<file path="config.mk">
export PLATFORM = sky130hd
export DESIGN_NAME = mem_line_xfer
export DESIGN_NICKNAME = d
export VERILOG_FILES = /design/src/rtl/mem_line_xfer.sv
export SDC_FILE = /design/constraint.sdc
export NUM_CORES = 1
export LEC_CHECK = 0
export CAP_MARGIN = 15
export CORE_MARGIN = 1
export CORE_UTILIZATION = 37
export CTS_BUF_LIST = sky130_fd_sc_hd__clkbuf_8
export CTS_CLUSTER_SIZE = 25
export DETAILED_ROUTE_END_ITERATION = 10
export SLEW_MARGIN = 20
export SYNTH_ARGS = -nofsm -noshare
export SYNTH_HDL_FRONTEND = slang
export SYNTH_SLANG_ARGS = --single-unit
</file>
<file path="constraint.sdc">
create_clock -name MEM_CLK -period 4.1 [get_ports MEM_CLK]
set_input_delay 0.82 -clock MEM_CLK [delete_from_list [all_inputs] [get_ports MEM_CLK]]
set_output_delay 0.82 -clock MEM_CLK [all_outputs]
set_load 0.05 [all_outputs]
</file>
<file path="src/rtl/mem_line_xfer.sv">
// mem_line_xfer: cache line engine doing an optional victim writeback burst, then a fill burst.
module mem_line_xfer #(
    parameter int BURST_WIDTH = 8,
    parameter int OFFSET_BITS = $clog2(BURST_WIDTH)
) (
    input  logic                     MEM_CLK,
    input  logic                     RST,
    input  logic                     REQ,
    input  logic                     WB_EN,
    input  logic [29-OFFSET_BITS:0]  WB_LINE,
    input  logic [32*BURST_WIDTH-1:0] WB_DATA,
    input  logic [29-OFFSET_BITS:0]  FILL_LINE,
    output logic                     BUSY,
    output logic                     DONE,
    output logic [32*BURST_WIDTH-1:0] FILL_DATA,
    output logic                     MEM_RE,
    output logic                     MEM_WE,
    output logic [29:0]              MEM_ADDR,
    output logic [31:0]              MEM_DATA_IN,
    input  logic [31:0]              MEM_DOUT,
    input  logic                     memValid
);
    typedef enum logic [2:0] {S_IDLE, S_WB, S_GAP, S_FILL, S_DONE} state_t;
    state_t state;
    logic [29-OFFSET_BITS:0] wb_line, fill_line;
    logic [32*BURST_WIDTH-1:0] wb_data;
    logic [OFFSET_BITS-1:0] beat, nxt;
    logic last;
    assign nxt = beat + 1'b1;
    assign last = &beat;
    always_ff @(posedge MEM_CLK) begin
        if (!RST) begin
            state       <= S_IDLE;
            MEM_RE      <= 1'b0;
            MEM_WE      <= 1'b0;
            BUSY        <= 1'b0;
            DONE        <= 1'b0;
            MEM_ADDR    <= '0;
            MEM_DATA_IN <= '0;
            FILL_DATA   <= '0;
            beat        <= '0;
            wb_line     <= '0;
            fill_line   <= '0;
            wb_data     <= '0;
        end else begin
            case (state)
                S_IDLE: if (REQ) begin
                    wb_line     <= WB_LINE;
                    fill_line   <= FILL_LINE;
                    wb_data     <= WB_DATA;
                    BUSY        <= 1'b1;
                    MEM_WE      <= WB_EN;
                    MEM_RE      <= !WB_EN;
                    MEM_ADDR    <= {WB_EN ? WB_LINE : FILL_LINE, {OFFSET_BITS{1'b0}}};
                    MEM_DATA_IN <= WB_EN ? WB_DATA[31:0] : 32'd0;
                    state       <= WB_EN ? S_WB : S_FILL;
                end
                // address and data step on the edge that consumes a beat
                S_WB: if (memValid) begin
                    beat <= nxt;
                    if (last) begin
                        MEM_WE      <= 1'b0;
                        MEM_DATA_IN <= '0;
                        state       <= S_GAP;
                    end else begin
                        MEM_ADDR    <= {wb_line, nxt};
                        MEM_DATA_IN <= wb_data[{nxt, 5'd0} +: 32];
                    end
                end
                S_GAP: begin
                    MEM_RE   <= 1'b1;
                    MEM_ADDR <= {fill_line, {OFFSET_BITS{1'b0}}};
                    state    <= S_FILL;
                end
                S_FILL: if (memValid) begin
                    FILL_DATA[{beat, 5'd0} +: 32] <= MEM_DOUT;
                    beat <= nxt;
                    if (last) begin
                        MEM_RE <= 1'b0;
                        DONE   <= 1'b1;
                        state  <= S_DONE;
                    end else begin
                        MEM_ADDR <= {fill_line, nxt};
                    end
                end
                S_DONE: begin
                    DONE  <= 1'b0;
                    BUSY  <= 1'b0;
                    state <= S_IDLE;
                end
                default: state <= S_IDLE;
            endcase
        end
    end
endmodule

</file>
; ---- Word level (Yosys, flattened, before mapping)
; Index checks and enable logic that the tools add are counted.
[word_totals]
regBits = 638
latch_bits = 0
ramBits = 0
rom_bits = 0
inputBits = 347
out_inout_bits = 322
word_cells = 78
n_memories = 0
[classes]
n_addsub = 2
mul = 0
div = 0
order_cmp = 0
eq_ne = 11
shift = 3
n_mux = 31
n_bitwise = 0
reduce_logical = 19
[ops]
columns = operator, count
row1 = $bwmux W256, 1
row2 = $shift A32 B10 Y256 const A, 1
row3 = $shiftx A256 B9 Y32, 1
row4 = $shiftx A32 B10 Y256, 1
row5 = $mux W30, 5
row6 = $mux W32, 4
row7 = $pmux W30 S4, 1
row8 = $pmux W32 S2, 1
row9 = $mux W27, 1
row10 = $mux W3, 5
row11 = $ne A2 B2 Y1 const B, 7
row12 = $pmux W3 S4, 1
row13 = $neg A8 Y10, 1
row14 = $reduce_and A3 Y1, 3
row15 = $reduce_and A2 Y1, 4
row16 = $reduce_and A4 Y1, 2
row17 = $mux W1, 7
row18 = $eq A3 B2 Y1 const B, 2
row19 = $pmux W1 S2, 3
row20 = $reduce_and A6 Y1, 1
row21 = $reduce_bool A2 Y1, 3
row22 = $reduce_and A5 Y1, 1
row23 = $reduce_bool A4 Y1, 1
row24 = $add A3 B1 Y3 const B, 1
row25 = 8 further kinds, 8

; ---- Depth between registers and ports, before layout
[logic_depth]
ltp_word = 5
ltp_mapped = 11
ltp_nobuf = 7

; ---- Worst setup path before layout
; No wires, ideal clock.
[synth_timing]
path_type = reg2reg
startpoint = reg beat[0]
endpoint = reg FILL_DATA[66]
setup_time_ps = 128
arrival_time_ps = 2540
required_ps = 3972
path_slack_ps = 1432
path_stages_with_launch = 12
path_buffers = 5
synth_period_minus_slack_ps = 2668
cell_sequence = dfxtp_1 buf_2 clkbuf_1 inv_1 ha_1 clkbuf_1 inv_1 or4_1 buf_2 buf_6 mux2i_1 nor2_1
[synth_between]
elab_chain_len = 3
word_cells_on_any_way = 4
cone_classes = add/sub (1) / shift (2) / mux (1)
[synth_rtl]
columns = item, line_no
row1 = start: declaration, 27  ; logic [OFFSET_BITS-1:0] beat, nxt;
row2 = start signal: assignment, 60  ; beat <= nxt;
row3 = start signal: assignment, 77  ; beat <= nxt;
row4 = $neg A8 Y10 *, 76  ; FILL_DATA[{beat, 5'd0} +: 32] <= MEM_DOUT;
row5 = $shiftx A32 B10 Y256 or $shift A32 B10 Y256 (tied branches), 76
row6 = $bwmux W256 *, 76
row7 = end signal: assignment, 40  ; FILL_DATA <= '0;
row8 = end signal: indexed assignment, 76
row9 = end: declaration, 15  ; output logic [32*BURST_WIDTH-1:0] FILL_DATA,
; Mark *: on every way between the ends. The rest lies on a longest branch, timed or not.
; A chain may end at the register's enable or synchronous reset.

; ---- Worst setup path in the final report
[layout_timing]
startpoint = reg beat[0]
endpoint = reg FILL_DATA[220]
; The elaborated chain is that of the path after synthesis.

==> Implementation_results.wiki <==
{| class="wikitable"
! Metric !! Value
|-
| Overall overflow remaining after global route || 0
|-
| Post-route clock skew || 0.0295 ns
|-
| Worst-skew pair later-pin latency || just over 0.7 ns
|-
| Data required time at the worst endpoint || 4.64 ns
|-
| CTS Buf Count || 109
|-
| Achievable frequency || around 340 MHz
|-
| Clk pin slew, worst setup/hold paths || 0.07 ns
|-
| Post-layout net count || 3,769
|-
| Initial antenna violation count || 21
|-
| Resized Gates After CTS || 0
|-
| Highest metal layer used by the detailed router || met5
|-
| Result of the run || complete, no violations
|-
| Layout filler cell count || between 6k and 7k
|-
| Number of library cell types mapped by synthesis || 47
|-
| Seq cells post-synth || 638
|-
| Global-route wire length before repair || between 100 and 150 mm
|-
| Placer congestion estimate || 0.854
|-
| Average footprint of a synthesized cell || 8.73 um2
|-
| Number of warnings issued by yosys || 0
|-
| Final Critical Period || 2.98 ns
|-
| Clock tree root buffer cell || clkbuf_8
|-
| Most common flop cell mapped by yosys || dfxtp_1
|-
| Number of setup violations in the final report || 0
|-
| Vias per cell || ~5.2
|-
| Data arrival, critical path || 3.52 ns
|-
| Violation count after the first detailed-route iteration || 1,772
|-
| Post-synthesis net count || 3,226
|-
| Top library cells by usage in the layout, fill and taps aside || nand2_1, clkdlybuf4s50_1, dfxtp_1
|-
| Quantity of I/O buffers inserted on ports || 668
|-
| R2r setup slk || ~1.1 ns
|-
| Number of enable flip-flop cells after synthesis || 0
|-
| Fin util || 0.514
|-
| Detail Placement HPWL || 62.1 mm
|-
| CTS Hold Buffers Added || 0
|-
| Share of the clock period used by the worst path || 0.728
|-
| Routed WL || 90.2 mm
|-
| Biggest fanout along the worst timing path || 32
|-
| Die X-Extent || about 260 um
|-
| Count of antenna-violating nets left after detailed routing || 0
|-
| Worst IR Drop VDD || 0.000220 V
|-
| Critical Path Source Type || flop
|-
| Post-synth design cell area || about 0.025 mm2
|-
| Most common cell after layout, fill and taps aside || nand2_1
|-
| Worst Tran Pin Value || 1.05 ns
|-
| Site Rows || 95
|-
| Least setup slack across all paths after layout || 1.12 ns
|-
| Post-CTS repair timing setup buffer count || 0
|-
| Initial DRT Pass Iterations || 6
|-
| Share of cells above drive strength 1 || 0.0825
|-
| Final Hold Viols || 0
|-
| Maximum number of pins on one net before global-route repair || about 190
|-
| Total power per unit cell area || ~420 mW/mm2
|-
| GRT Overall Usage || 0.254
|-
| Length of routed wiring on met1 || 38.4 mm
|-
| Avg WL per Cell || 20.5 um
|-
| Summed negative setup slack over all endpoints || 0 ns
|-
| Number of H-tree levels || 3
|-
| TritonCTS clock tree || yes
|-
| Worst setup path class || reg -> reg
|-
| Count of unresolved DRC violations after routing || 0
|-
| Ports || 669
|-
| Largest buffer count on any clock path || 3
|-
| Area of the placeable core || 0.0672 mm2
|-
| Standby leakage power || 12.8 nW
|-
| Starting density of the core || 0.374
|-
| Total via count after detailed routing || 22.9k
|-
| Synthesis-to-finish area growth || 37.6%
|-
| Cells after Synth || 2,873
|-
| Met2 wire length || 42.2 mm
|-
| Chip Height || 262 um
|-
| Hold WC Path Type || reg -> reg
|-
| Pre-CTS WS || 0.870 ns
|-
| Proportion of synthesized chip area in sequential cells || 0.509
|-
| Share of synthesized registers carrying an async set or reset || 0
|-
| Kind of end point of the critical path || flop
|-
| Vias in the first global route || around 22k
|-
| RSZ-0062 raised after global routing || no
|-
| Detailed-routed wire length on met3 || 6.27 mm
|-
| Total count of max-transition violations in the final report || 0
|-
| Die outline area || between 0.06 and 0.07 mm2
|-
| Sink Count || about 640
|-
| Max-capacitance violation count || 0
|-
| Worst slew margin relative to its limit || 0.297
|}
[report_power, final]
| group | switching (mW) | leakage [nW] | internal, mW |
|---|---|---|---|
| Sequential | 0.139 | 5.19 | 6.45 |
| Clock | 2.68 | 1.30 | 3.21 |
| Combinational | 1.12 | 6.29 | 0.806 |
| Total | 3.93 | 12.8 | 10.5 |
[metal layers]
metal | up-vias | GRT usage
li1 | 10800 | -
met1 | 11000 | 0.323
met2 | 884 | 0.413
met3 | 175 | 0.0582
met4 | 8 | 0.109
met5 | - | 0
[final timing paths]
kind	start	to	depth (start not counted)
worst max-delay path	beat[0]	FILL_DATA[220]	7
worst min-delay path	wb_data[92]	wb_data[92]	2
worst max register to register	beat[0]	FILL_DATA[220]	7
worst min register to register	wb_data[92]	wb_data[92]	2
[cell families (layout without fill, tap and decap cells)]
family	count (synthesis)	count (layout)	share of synthesized area
and+or+nand+nor	1086	1086	0.174
other	0	15	0
muxes	256	256	0.134
AOI/OAI and AO/OA	603	603	0.130
DFF	638	638	0.509
adders and majority gates	6	6	0.00299
buffers and inverters	282	911	0.0491
xor gates and xnor gates	2	2	0.000698
[registers in the layout (all words and copies together), names as in the netlist]
| name | flops |
|---|---|
| BUSY | 1 |
| DONE | 1 |
| FILL_DATA | 256 |
| MEM_ADDR | 30 |
| MEM_DATA_IN | 32 |
| MEM_RE | 1 |
| MEM_WE | 1 |
| beat | 3 |
| fill_line | 27 |
| state | 3 |
| wb_data | 256 |
| wb_line | 27 |
[synth_stat cells, types with 2 or more instances]
| library cell | n | area share |
|---|---|---|
| and3_1 | 4 | 0.0010 |
| inv_1 | 7 | 0.0010 |
| clkbuf_1 | 161 | 0.024 |
| nor3b_1 | 2 | 0.00060 |
| nand2_1 | 787 | 0.12 |
| xnor2_1 | 2 | 0.00070 |
| dfxtp_1 | 638 | 0.51 |
| a211o_1 | 27 | 0.0094 |
| or3_1 | 3 | 0.00075 |
| a21oi_1 | 473 | 0.094 |
| nor3_1 | 3 | 0.00060 |
| o21bai_1 | 2 | 0.00060 |
| buf_4 | 3 | 0.00090 |
| nand3_1 | 132 | 0.026 |
| buf_2 | 89 | 0.018 |
| buf_6 | 6 | 0.0027 |
| nand2b_1 | 5 | 0.0012 |
| mux2i_1 | 191 | 0.076 |
| o22ai_1 | 27 | 0.0067 |
| buf_1 | 11 | 0.0016 |
| clkbuf_2 | 4 | 0.00080 |
| ha_1 | 6 | 0.0030 |
| mux4_2 | 64 | 0.057 |
| a22oi_1 | 31 | 0.0093 |
| o2111a_1 | 2 | 0.00090 |
| o21ai_1 | 22 | 0.0044 |
| nor2_1 | 139 | 0.021 |
| o21ai_0 | 12 | 0.0024 |
| o2111ai_1 | 2 | 0.00070 |
[cell type report]
class / instances / area (um2) / area share
flip-flops and latches: 638 / 12800 / 0.370
multi-input cells: 1953 / 11200 / 0.324
repair buffers: 706 / 7120 / 0.206
clock buffers: 144 / 1980 / 0.0574
well taps: 873 / 1090 / 0.0316
clock inverters: 53 / 302 / 0.00873
inverters: 8 / 37.5 / 0.00109
diodes: 15 / 37.5 / 0.00109
[worst max-delay path, stage by stage, from the launching register on]
cell and delay [ns]:
dfxtp_4 0.37, inv_1 0.13, ha_4 0.67, inv_1 0.25, or4b_2 0.71, buf_4 0.33, mux2i_1 0.24, nor2_1 0.07
[per-stage QoR]
| stage | hold slack [ns] | cell area (um2) | instances | power, mW |
|---|---|---|---|---|
| after floorplan | 0.433 | 25100 | 2873 | 7.80 |
| after global placement | 0.439 | 32200 | 4177 | 8.59 |
| after detailed placement | 0.444 | 32200 | 4177 | 8.63 |
| after CTS | 0.453 | 34500 | 4374 | 14.5 |
| after global routing | 0.468 | 34500 | 4389 | 15.0 |
| final | 0.451 | 34500 | 4390 | 14.4 |
Note: power is estimated with default switching activity, not from simulation.
